$ cat src/rtl/dm_abstract_cmd_pkg.sv
// Shared debug-module definitions: abstractcs.cmderr codes, abstract command
// field positions and the sequencer state type.
package dm_abstract_cmd_pkg;

  localparam logic [2:0] CMDERR_NONE       = 3'd0;
  localparam logic [2:0] CMDERR_BUSY       = 3'd1;
  localparam logic [2:0] CMDERR_NOTSUP     = 3'd2;
  localparam logic [2:0] CMDERR_EXCEPT     = 3'd3;
  localparam logic [2:0] CMDERR_HALTRESUME = 3'd4;
  localparam logic [2:0] CMDERR_OTHER      = 3'd7;

  localparam int CMD_TYPE_MSB    = 31;
  localparam int CMD_TYPE_LSB    = 24;
  localparam int CMD_AARSIZE_MSB = 22;
  localparam int CMD_AARSIZE_LSB = 20;
  localparam int CMD_POSTINC     = 19;
  localparam int CMD_POSTEXEC    = 18;
  localparam int CMD_TRANSFER    = 17;
  localparam int CMD_WRITE       = 16;
  localparam int CMD_REGNO_MSB   = 15;

  localparam logic [2:0]  AARSIZE_32  = 3'd2;
  localparam logic [15:0] DM_GPR_BASE = 16'h1000;
  localparam logic [15:0] CSR_LIMIT   = 16'h1000;

  typedef enum logic [1:0] {
    ST_IDLE = 2'd0,
    ST_XFER = 2'd1,
    ST_DONE = 2'd2
  } cmdState_e;

endpackage

$ cat src/rtl/dm_abstract_cmd.sv
// Access Register abstract-command sequencer: validates a DMI command and moves
// one 32-bit value between data0 and a hart GPR/CSR through the debug port.
module dm_abstract_cmd
  import dm_abstract_cmd_pkg::*;
#(
  parameter int          READ_LAT = 1,
  parameter logic [15:0] GPR_BASE = DM_GPR_BASE
) (
  input  logic        clk,
  input  logic        reset,
  input  logic        CmdValid,
  input  logic [31:0] Command,
  input  logic [31:0] Data0In,
  output logic [31:0] Data0Out,
  output logic        Data0WE,
  input  logic        BusyAccess,
  input  logic [2:0]  CmdErrClr,
  input  logic        DebugMode,
  output logic        DebugControl,
  output logic        RegSel,
  output logic [11:0] RegAddr,
  output logic [31:0] RegWData,
  output logic        DebugRegWrite,
  input  logic [31:0] RegRData,
  output logic        Busy,
  output logic [2:0]  CmdErr,
  output logic        RegnoIncWE,
  output logic [15:0] RegnoInc
);

  localparam logic [2:0] LAT = 3'(READ_LAT);

  cmdState_e   state;
  logic [2:0]  latCnt;
  logic        isWrite;
  logic        incPending;
  logic [15:0] curRegno;
  logic        regSelReg;
  logic [11:0] regAddrReg;
  logic [31:0] wdataReg;

  logic [7:0]  cmdType;
  logic [2:0]  aarSize;
  logic        postInc, postExec, transfer, writeCmd;
  logic [15:0] regno, gprOff;
  logic        isGpr, isCsr, inXfer, readFinal, accept;
  logic [2:0]  newErr, cmdErrNext;
  logic        unusedCmd;

  assign cmdType   = Command[CMD_TYPE_MSB:CMD_TYPE_LSB];
  assign aarSize   = Command[CMD_AARSIZE_MSB:CMD_AARSIZE_LSB];
  assign postInc   = Command[CMD_POSTINC];
  assign postExec  = Command[CMD_POSTEXEC];
  assign transfer  = Command[CMD_TRANSFER];
  assign writeCmd  = Command[CMD_WRITE];
  assign regno     = Command[CMD_REGNO_MSB:0];
  assign unusedCmd = Command[23];

  assign gprOff = regno - GPR_BASE;
  assign isGpr  = (regno >= GPR_BASE) && (gprOff < 16'd32);
  assign isCsr  = regno < CSR_LIMIT;

  // New errors only land on a clear cmderr; a simultaneous W1C loses to them.
  always_comb begin
    newErr = CMDERR_NONE;
    if (state == ST_IDLE) begin
      if (CmdValid && CmdErr == CMDERR_NONE) begin
        if (cmdType != 8'd0 || postExec || (transfer && aarSize != AARSIZE_32))
          newErr = CMDERR_NOTSUP;
        else if (transfer && !isGpr && !isCsr)
          newErr = CMDERR_NOTSUP;
        else if (!DebugMode)
          newErr = CMDERR_HALTRESUME;
      end
    end else if (!DebugMode) begin
      newErr = CMDERR_HALTRESUME;
    end else if (CmdValid || BusyAccess) begin
      newErr = CMDERR_BUSY;
    end
    cmdErrNext = CmdErr & ~CmdErrClr;
    if (CmdErr == CMDERR_NONE && newErr != CMDERR_NONE)
      cmdErrNext = newErr;
  end

  assign accept = (state == ST_IDLE) && CmdValid && (CmdErr == CMDERR_NONE) &&
                  (newErr == CMDERR_NONE);

  always_ff @(posedge clk) begin
    if (reset) begin
      state      <= ST_IDLE;
      latCnt     <= '0;
      isWrite    <= 1'b0;
      incPending <= 1'b0;
      curRegno   <= '0;
      regSelReg  <= 1'b0;
      regAddrReg <= '0;
      wdataReg   <= '0;
      CmdErr     <= CMDERR_NONE;
    end else begin
      CmdErr <= cmdErrNext;
      unique case (state)
        ST_IDLE: begin
          if (accept) begin
            latCnt     <= '0;
            isWrite    <= writeCmd;
            incPending <= postInc && transfer;
            curRegno   <= regno;
            regSelReg  <= !isGpr;
            regAddrReg <= isGpr ? {7'b0, gprOff[4:0]} : regno[11:0];
            wdataReg   <= Data0In;
            state      <= transfer ? ST_XFER : ST_DONE;
          end
        end
        ST_XFER: begin
          if (!DebugMode)
            state <= ST_IDLE;
          else if (isWrite || latCnt == LAT)
            state <= ST_DONE;
          else
            latCnt <= latCnt + 3'd1;
        end
        ST_DONE: state <= ST_IDLE;
        default: state <= ST_IDLE;
      endcase
    end
  end

  // Strobes are qualified by DebugMode so a halt loss cancels them in the same cycle.
  assign inXfer        = (state == ST_XFER);
  assign Busy          = (state != ST_IDLE);
  assign DebugControl  = Busy;
  assign RegSel        = inXfer & regSelReg;
  assign RegAddr       = inXfer ? regAddrReg : 12'd0;
  assign RegWData      = inXfer ? wdataReg : 32'd0;
  assign DebugRegWrite = inXfer & isWrite & DebugMode;
  assign readFinal     = inXfer & ~isWrite & (latCnt == LAT) & DebugMode;
  assign Data0WE       = readFinal;
  assign Data0Out      = readFinal ? RegRData : 32'd0;
  assign RegnoIncWE    = (state == ST_DONE) & incPending & DebugMode;
  assign RegnoInc      = RegnoIncWE ? curRegno + 16'd1 : 16'd0;

endmodule

$ cat config.mk
export PLATFORM = sky130hd
export DESIGN_NAME = dm_abstract_cmd
export DESIGN_NICKNAME = d
export VERILOG_FILES = /design/src/rtl/dm_abstract_cmd_pkg.sv /design/src/rtl/dm_abstract_cmd.sv
export SDC_FILE = /design/constraint.sdc
export NUM_CORES = 1
export LEC_CHECK = 0
export ABC_AREA = 1
export CAP_MARGIN = 20
export CORE_AREA = 2 2 149 78
export CTS_CLUSTER_DIAMETER = 80
export CTS_CLUSTER_SIZE = 14
export DETAILED_ROUTE_END_ITERATION = 7
export DIE_AREA = 0 0 151 80
export GPL_TIMING_DRIVEN = 0
export HOLD_SLACK_MARGIN = 0.08
export MAX_ROUTING_LAYER = met4
export PLACE_DENSITY = 0.8
export SLEW_MARGIN = 15
export SYNTH_ARGS = -nofsm -noshare
export SYNTH_HDL_FRONTEND = slang
export SYNTH_SLANG_ARGS = --single-unit
$ cat constraint.sdc
create_clock -name clk -period 1.7 [get_ports clk]
set_clock_uncertainty 0.15 [all_clocks]
set_input_delay 0.34 -clock clk [delete_from_list [all_inputs] [get_ports clk]]
set_output_delay 0.34 -clock clk [all_outputs]
set_load 0.01 [all_outputs]
==> Word level (Yosys, flattened, before mapping) <==
Cells that the tools add are included.
{ "word_totals": {"elab_cells": 82, "out_inout_bits": 101, "in_bits": 104, "ff_bits": 71} }
{ "classes": {"reduce_logical": 26, "muxes": 22, "n_addsub": 3, "n_lt_le_gt_ge": 3, "bitwise": 11, "n_eq_ne": 8} }
{ "op_table": {"columns": ["op", "count"], "rows": [
  ["$mux W32", 2],
  ["$mux W3", 10],
  ["$mux W12", 2],
  ["$add A16 B1 Y16 const B", 1],
  ["$ge A16 B13 Y1 const B", 1],
  ["$lt A16 B13 Y1 const B", 1],
  ["$lt A16 B6 Y1 const B", 1],
  ["$mux W16", 1],
  ["$sub A16 B13 Y16 const B", 1],
  ["$logic_and A1 B1 Y1", 10],
  ["$and A1 B1 Y1", 8],
  ["$mux W2", 4],
  ["$reduce_bool A8 Y1", 1],
  ["$logic_not A3 Y1", 2],
  ["$ne A2 B2 Y1 const B", 3],
  ["$ne A3 B2 Y1 const B", 2],
  ["$pmux W3 S2", 1],
  ["$logic_or A1 B1 Y1", 4],
  ["$pmux W2 S2", 1],
  ["$reduce_and A2 Y1", 2],
  ["$reduce_and A4 Y1", 1],
  ["$reduce_bool A2 Y1", 2],
  ["$add A3 B1 Y3 const B", 1],
  ["$and A3 B3 Y3", 1],
  ["other kinds (9)", 10]
]} }

==> Depth between registers and ports, before layout <==
Gate-level depths: netlist of run 1.
{ "depth": {"depth_word": 14, "depth_mapped": 12, "depth_no_buf": 12} }

==> Worst setup path after synthesis of run 1 <==
No wires, ideal clock.
{ "synth_path": {"path_type": "flip-flop to output port", "startpoint": "register state[1]", "endpoint": "output RegnoInc[8]", "setup_slack_ns": -0.364, "path_buffers": 0, "path_stages_with_launch": 5, "t_arrival_ns": 1.574, "required_ns": 1.210, "path_cell_list": "dfxtp_1 > inv_2 > nor4_2 > inv_1 > nor3_1"} }
{ "synth_via": {"elab_chain_cells": 4} }
{ "synth_lines": {"columns": ["item", "line_no", "text"], "rows": [
  ["from (decl)", "dm_abstract_cmd.sv:33", "cmdState_e state;"],
  ["from (signal assigned)", "dm_abstract_cmd.sv:111", "state <= transfer ? ST_XFER : ST_DONE;"],
  ["$eq A2 B2 Y1", "dm_abstract_cmd.sv:139", "assign RegnoIncWE = (state == ST_DONE) & incPending & DebugMode;"],
  ["$and A1 B1 Y1 (2 in a row)", "dm_abstract_cmd.sv:139", null],
  ["net RegnoIncWE", "dm_abstract_cmd.sv:27", "output logic RegnoIncWE,"],
  ["$mux W16", "dm_abstract_cmd.sv:140", "assign RegnoInc = RegnoIncWE ? curRegno + 16'd1 : 16'd0;"],
  ["to (decl)", "dm_abstract_cmd.sv:28", "output logic [15:0] RegnoInc"]
]} }
The timed path passes the listed nets, and every way through them passes these cells.

==> Final worst setup path of run 1 <==
{ "layout_path": {"startpoint": "register curRegno[0]", "endpoint": "output RegnoInc[10]"} }
{ "layout_via": {"elab_chain_cells": 2} }
{ "layout_lines": {"columns": ["item", "line_no", "text"], "rows": [
  ["from (decl)", "dm_abstract_cmd.sv:37", "logic [15:0] curRegno;"],
  ["from (signal assigned)", "dm_abstract_cmd.sv:107", "curRegno <= regno;"],
  ["$add A16 B1 Y16", "dm_abstract_cmd.sv:140", null],
  ["$mux W16", "dm_abstract_cmd.sv:140", null]
]} }
Every way passes these cells.

==> metrics.csv, run 1 <==
stage,metric,value,unit
status,status,finished with violations,
status,failing checks,negative setup slack,
sta,Max Clock Freq,412,MHz
pwr,Max IR drop VDD,516,µV
sta,post-route minimum period,2.43,ns
synthesis,Ys Warns,0,
sta,Final Slew Violations,0,
synthesis,synthesized area per cell,6.74,µm²
sta,worst hold slack,0.325,ns
synthesis,"top cells by area, synth","dfxtp_1 35%, nor2_1 15%, inv_1 12%",
synthesis,post-synthesis async set-or-reset flop share,0,%
route,DR iter-0 viols,438,
finish,"most common cell after layout, fill and taps aside",inv_1,
floorplan,core area,10700,µm²
placed_design,Place WS,-1.29,ns
clock_network,CTS Buffer Depth,2,
route,# DRC,0,
grt,grt ovf,0,
synthesis,Synth top area share,35.5,%
clock_network,CTS tree,built,
finish,Final nets,948,
clock_network,CTS buffer count,9,
route,DRT antenna net count,0,
pwr,PD cells,469,nW/µm²
synthesis,post-synthesis sequential area ratio,35.5,%
placed_design,post-DP HPWL,10700,µm
synthesis,"area leader, netlist",dfxtp_1,
floorplan,die height,80,µm
floorplan,die width,151,µm
sta,Setup Viol. Count Final,163,
placed_design,placed cells,899,
grt,largest net degree at the start of global routing,13,
synthesis,top_reg_cell synth,dfxtp_1,
grt,initial antenna violation count,0,
synthesis,number of synthesized register bits,66,
finish,most frequent cells in the layout,"105 x inv_1, 98 x clkdlybuf4s50_1, 86 x buf_6",
finish,Finished Layout Cells,991,
grt,vias in the first global route,5063,
sta,slew margin rel.,21.5,%
clock_network,CTS Sinks,66,
clock_network,"Clk Latency, worst-skew pair",0.34,ns
setup_path,CP Data Arrival Time,1.94,ns
setup_path,Crit Path Class,reg2out,
route,Vias/cell,5.19,
synthesis,"EDFF count, synth",0,
finish,Layout area overhead,132,%
clock_network,htree depth,3,
floorplan,total die area,12100,µm²
setup_path,Crit Path Max Fanout,3,
setup_path,Crit path required time,1.21,ns
sta,Final Hold Fails,0,
pwr,Pleak,3.45,nW
route,drt pass-1 iters,8,
floorplan,Ports,205,
route,wire per inst,20.1,µm
clock_network,Worst-path clk slew,0.06,ns
worst_hold_path,Worst Hold Class,reg2reg,
flow_run,Max Cap Viol,0,
synthesis,Post-Syn Instances,552,
route,Post-Route WL,20000,µm
synthesis,distinct cell type count after synthesis,32,
grt,global-route wire length before repair,26600,µm
sta,fin crit share,143,%
sta,Tightest Pin Transition,1.18,ns
grt,Tot GR Track Use,29.9,%
placed_design,Placer Congestion,0.901,
synthesis,post-synth net total,659,
floorplan,# rows,27,
finish,antenna fix cells,0,
floorplan,Initial Util,34.6,%
sta,Setup WS post-layout,-0.728,ns
finish,Final Util,80.3,%
placed_design,Port Buffer Count,202,
clock_network,root buffer cell,clkbuf_16,
synthesis,Mapped Area,3720,µm²
setup_path,endpoint type of the worst setup path,primary output,
route,vias,5147,
finish,filler instances,607,
finish,share of layout cells above drive strength 1,56.5,%
sta,RSZ-0062 raised after global routing,yes,
setup_path,CP startpoint kind,register,
-- metrics by stage --
stage,area [µm²],TNS [ns],power [W]
after CTS,7890,-65.89,0.00401
after global routing,8620,-92.10,0.00414
final,8620,-82.90,0.00405
after detailed placement,6190,-141.59,0.00195
after floorplan,3990,-2.83,0.00168
after global placement,6190,-133.19,0.00195
-- layout make-up --
class,count,area [µm²],share of cell area [%]
Multi-Input combinational cell,338,2970,34.5
Timing Repair Buffer,280,2940,34.1
Sequential cell,66,1370,15.8
Inverter,121,478,5.54
Buffer,25,352,4.08
Clock buffer,10,239,2.77
Tap cell,145,181,2.10
Clock inverter,6,90.1,1.04
-- cells in the mapped netlist, drive strengths merged, types with 3 or more instances --
| cell type | instances |
|---|---|
| ha | 3 |
| nor4 | 5 |
| nand4 | 4 |
| a21oi | 38 |
| dfxtp | 66 |
| nor3 | 9 |
| buf | 17 |
| nand2 | 47 |
| clkbuf | 10 |
| o21ai | 22 |
| nor2 | 147 |
| inv | 121 |
| nand3 | 20 |
| xor2 | 4 |
| a211oi | 31 |
-- registers in the layout (all words and copies together), names as in the netlist --
| register | flops |
|---|---|
| incPending | 1 |
| curRegno | 16 |
| regSelReg | 1 |
| latCnt | 3 |
| regAddrReg | 7 |
| state | 2 |
| CmdErr | 3 |
| isWrite | 1 |
| wdataReg | 32 |
-- final timing paths --
check	startpoint	end	slack (ns)	depth (start not counted)
hold reg to reg	regAddrReg[10]	regAddrReg[10]	0.33	2
setup reg to reg	state[1]	curRegno[4]	-0.57	15
hold / removal	regAddrReg[10]	regAddrReg[10]	0.33	2
setup / recovery	curRegno[0]	RegnoInc[10]	-0.73	11
-- cell families (layout without fill, tap and decap cells) --
| family | count (synthesis) | count (layout) | synth area share, % |
|---|---|---|---|
| compound gates | 94 | 94 | 19.1 |
| xor+xnor | 6 | 6 | 1.41 |
| flops | 66 | 66 | 35.5 |
| fa+ha+maj | 3 | 3 | 1.01 |
| simple gates | 235 | 235 | 26.7 |
| buf+inv | 148 | 442 | 16.3 |
-- critical path, stage by stage, from the launching register on --
cell	delay, ns
dfxtp_4	0.41
ha_4	0.15
nand2_2	0.06
inv_2	0.08
nand4_1	0.16
nor2_2	0.21
nand3_2	0.11
inv_2	0.10
nand3_1	0.08
nand2_1	0.08
a21oi_2	0.03
buf_2	0.13
-- power breakdown --
| part | total, W | internal, W | switching [W] | leakage [nW] |
|---|---|---|---|---|
| clock network | 0.00207 | 0.00133 | 0.000741 | 0.159 |
| logic | 0.000438 | 0.000248 | 0.000190 | 2.75 |
| registers | 0.00154 | 0.00154 | 0.00000353 | 0.544 |
| total | 0.00405 | 0.00311 | 0.000935 | 3.45 |
-- per-layer routing --
| metal | wire, µm | track usage, % | share of wire (%) |
|---|---|---|---|
| met3 | 1850 | 6.74 | 9.3 |
| met5 | 0 | - | 0 |
| met1 | 7870 | 35.6 | 39 |
| met4 | 771 | 9.07 | 3.9 |
| met2 | 9450 | 50.9 | 47 |
-- what timing repair did --
| action | in CTS | in global routing |
|---|---|---|
| endpoints found under the setup margin | 165 | 165 |
| buffers inserted | 51 | 22 |
| hold buffers | 0 | 0 |
| endpoints found under the hold margin | 0 | 0 |
| pin swaps | 29 | 26 |
| resized for setup | 701 | 154 |
| cloned | 11 | 4 |
Power figures use the tool's default switching activity.
==> inputs of run 2 (changes only) <==
--- a/config.mk
+++ b/config.mk
@@ -9,3 +9,3 @@
 export CAP_MARGIN = 20
-export CORE_AREA = 2 2 149 78
+export CORE_AREA = 2 2 142 75
 export CTS_CLUSTER_DIAMETER = 80
@@ -13,3 +13,3 @@
 export DETAILED_ROUTE_END_ITERATION = 7
-export DIE_AREA = 0 0 151 80
+export DIE_AREA = 0 0 144 77
 export GPL_TIMING_DRIVEN = 0
@@ -17,3 +17,3 @@
 export MAX_ROUTING_LAYER = met4
-export PLACE_DENSITY = 0.8
+export PLACE_DENSITY = 0.83
 export SLEW_MARGIN = 15
==> constraint.sdc (replaced) <==
create_clock -name clk -period 2.6 [get_ports clk]
set_clock_uncertainty 0.15 [all_clocks]
set_input_delay 0.26 -clock clk [delete_from_list [all_inputs] [get_ports clk]]
set_output_delay 0.26 -clock clk [all_outputs]
set_load 0.01 [all_outputs]
==> run 2 against run 1 <==
  * The flow now finishes without violations
  * Flip-flop and latch count unchanged
  * Cell count decreased by 8.2%
  * Combinational power down 47%
  * Worst setup slack improved by 0.76 ns
  * Utilization fell by 17 points
  * Critical path depth shrank 5
  * Non-clock buffer count decreased by 73
  * Register-to-register slack better by 1.1 ns
  * Global-route usage fell by 5.3 points
  * Critical endpoint is now RegnoInc[12]
  * Highest routed layer unchanged
==> metrics.csv, run 2 (synthesized netlist as in run 1, its figures left out) <==
stage,metric,value,unit,change
status,status,completed,,
clock_network,CTS Buffer Depth,2,,unchanged
sta,Final TNS setup,0,ns,+82.90 ns
pwr,Pleak,2.56,nW,-26%
route,vias,4367,,-15%
finish,Final nets,875,,-7.7%
sta,Tightest Pin Transition,0.763,ns,-0.415 ns
route,Post-Route WL,13200,µm,-34%
finish,antenna fix cells,0,,unchanged
sta,RSZ-0062 raised after global routing,yes,,
setup_path,endpoint type of the worst setup path,primary output,,
sta,post-route minimum period,2.57,ns,
setup_path,family with the most delay on the worst path,buffers and inverters,,
pwr,Comb pwr share,10.0,%,-0.8 points
floorplan,Ports,205,,unchanged
finish,cell area after layout,6250,µm²,-28%
grt,vias in the first global route,4337,,-14%
setup_path,CP startpoint kind,register,,
finish,filler instances,881,,+45%
finish,most frequent cells in the layout,"162 x clkdlybuf4s50_1, 142 x nor2_1, 115 x inv_1",,
sta,Setup Viol. Count Final,0,,-100%
grt,initial antenna violation count,0,,unchanged
clock_network,"Clk Latency, worst-skew pair",0.33,ns,about the same
placed_design,post-DP HPWL,10500,µm,-2.4%
setup_path,Crit Path Class,reg2out,,
grt,Tot GR Track Use,24.5,%,-5.3 points
setup_path,Crit path required time,2.19,ns,+0.98 ns
worst_hold_path,Worst Hold Class,reg2reg,,
clock_network,CTS Hold Bufs,0,,unchanged
pwr,Pint,0.00185,W,-41%
floorplan,# rows,26,,-3.7%
clock_network,CTS Sinks,66,,unchanged
clock_network,Worst-path clk slew,0.05,ns,about the same
finish,share of layout cells above drive strength 1,11.8,%,-45 points
floorplan,core area,9860,µm²,-8.2%
finish,"most common cell after layout, fill and taps aside",clkdlybuf4s50_1,,
pwr,PD cells,375,nW/µm²,-20%
clock_network,htree depth,3,,unchanged
floorplan,total die area,11100,µm²,-8.2%
clock_network,CTS buffer count,9,,unchanged
route,wire per inst,14.5,µm,-28%
grt,largest net degree at the start of global routing,11,,-2
grt,global-route wire length before repair,20600,µm,-23%
route,DR iter-0 viols,187,,-57%
setup_path,Crit Path Max Fanout,7,,+4
clock_network,root buffer cell,clkbuf_16,,
floorplan,die width,144,µm,-4.6%
pwr,part of the power in the clock network,46.7,%,-4.4 points
placed_design,Placer Congestion,0.893,,-0.90%
placed_design,Port Buffer Count,202,,unchanged
setup_path,CP Data Arrival Time,2.16,ns,+0.22 ns
placed_design,"Cell Area, Placed",5920,µm²,-4.4%
setup_path,worst reg-to-reg setup slack,0.52,ns,+1.09 ns
sta,Final Slew Violations,0,,unchanged
pwr,Sequential Power Share,43.4,%,+5.3 points
setup_path,CP max-delay cell,clkdlybuf4s50_1,,
finish,Largest regs,"wdataReg (32), curRegno (16), regAddrReg (7)",,
sta,Final Hold Fails,0,,unchanged
floorplan,die height,77,µm,-3.8%
setup_path,Buf/Inv on CP,2,,-1
floorplan,Initial Util,37.8,%,+3.1 points
route,DRT antenna net count,0,,unchanged
sta,fin crit share,98.7,%,
sta,Max Clock Freq,390,MHz,
route,Vias/cell,4.80,,-7.6%
grt,grt ovf,0,,unchanged
setup_path,"Cell Chain, Critical Path","inv_2, nor4_1, nand4_1, xor2_1, nor2_1, clkdlybuf4s50_1",,
flow_run,Max Cap Viol,0,,unchanged
finish,max reg flops,32,,unchanged
setup_path,critical path's largest stage delay,0.54,ns,+0.13 ns
pwr,Max IR drop VDD,344,µV,-33%
clock_network,CTS tree,built,,
sta,slew margin rel.,49.2,%,+28 points
pwr,Sw Share,21.1,%,-2.0 points
route,drt pass-1 iters,6,,-2
finish,Layout area overhead,67.9,%,
finish,Top reg by flops,wdataReg,,
route,# DRC,0,,unchanged
pwr,P_sw,0.000495,W,-47%
-- run 2: final timing paths --
check | from | end | depth (start not counted)
max reg2reg | state[1] | curRegno[1] | 10
max | curRegno[4] | RegnoInc[12] | 6
min | wdataReg[4] | wdataReg[4] | 2
min reg2reg | wdataReg[4] | wdataReg[4] | 2
-- run 2: cell type report --
class	count	area [µm²]	share of cell area, %
buffer	27	160	2.56
clock buffer	13	260	4.16
inverter	121	454	7.27
multi-input combinational	338	1870	29.8
sequential	66	1330	21.3
tap	140	175	2.80
timing repair buffer	205	2010	32.1
-- run 2: per-stage QoR --
stage          setup slack, ns  hold slack, ns  total power, W  cells  util, %
3_5_place_dp            -0.590           0.301         0.00127    894     60.1
3_3_place_gp            -0.576           0.292         0.00126    894     60.1
2_1_floorplan            0.616           0.273         0.00109    552        -
5_1_grt                -0.0520           0.326         0.00243    910     63.4
4_1_cts                0.00256           0.310         0.00236    910     62.8
6_report                0.0331           0.305         0.00234    910     63.4
-- run 2: timing repair --
action,in CTS,in global routing
resized for setup,52,18
endpoints found under the hold margin,0,0
pin swaps,3,2
buffers inserted,3,0
endpoints found under the setup margin,89,15
-- run 2: power by group through the flow --
stage               sequential (W)  clock (W)  combinational (W)
detailed placement         0.00104          0           0.000231
floorplan                  0.00104          0          0.0000553
global route               0.00101    0.00116           0.000252
CTS                        0.00102    0.00111           0.000233
finish                     0.00102    0.00109           0.000233
global placement           0.00104          0           0.000227
-- run 2: tightest hold or removal path: cells and delay by family, from the launching register on --
family,cells,cell delay (ns)
buffers and inverters,1,0.06
AOI/OAI and AO/OA,1,0.05
DFF,1,0.29
-- run 2: layer usage --
metal	vias up	GRT usage (%)	routed length, µm
met5	-	-	0
met4	0	7.16	222
met3	26	7.12	1170
met2	200	39.9	6160
met1	1998	29.6	5610
li1	2143	-	-
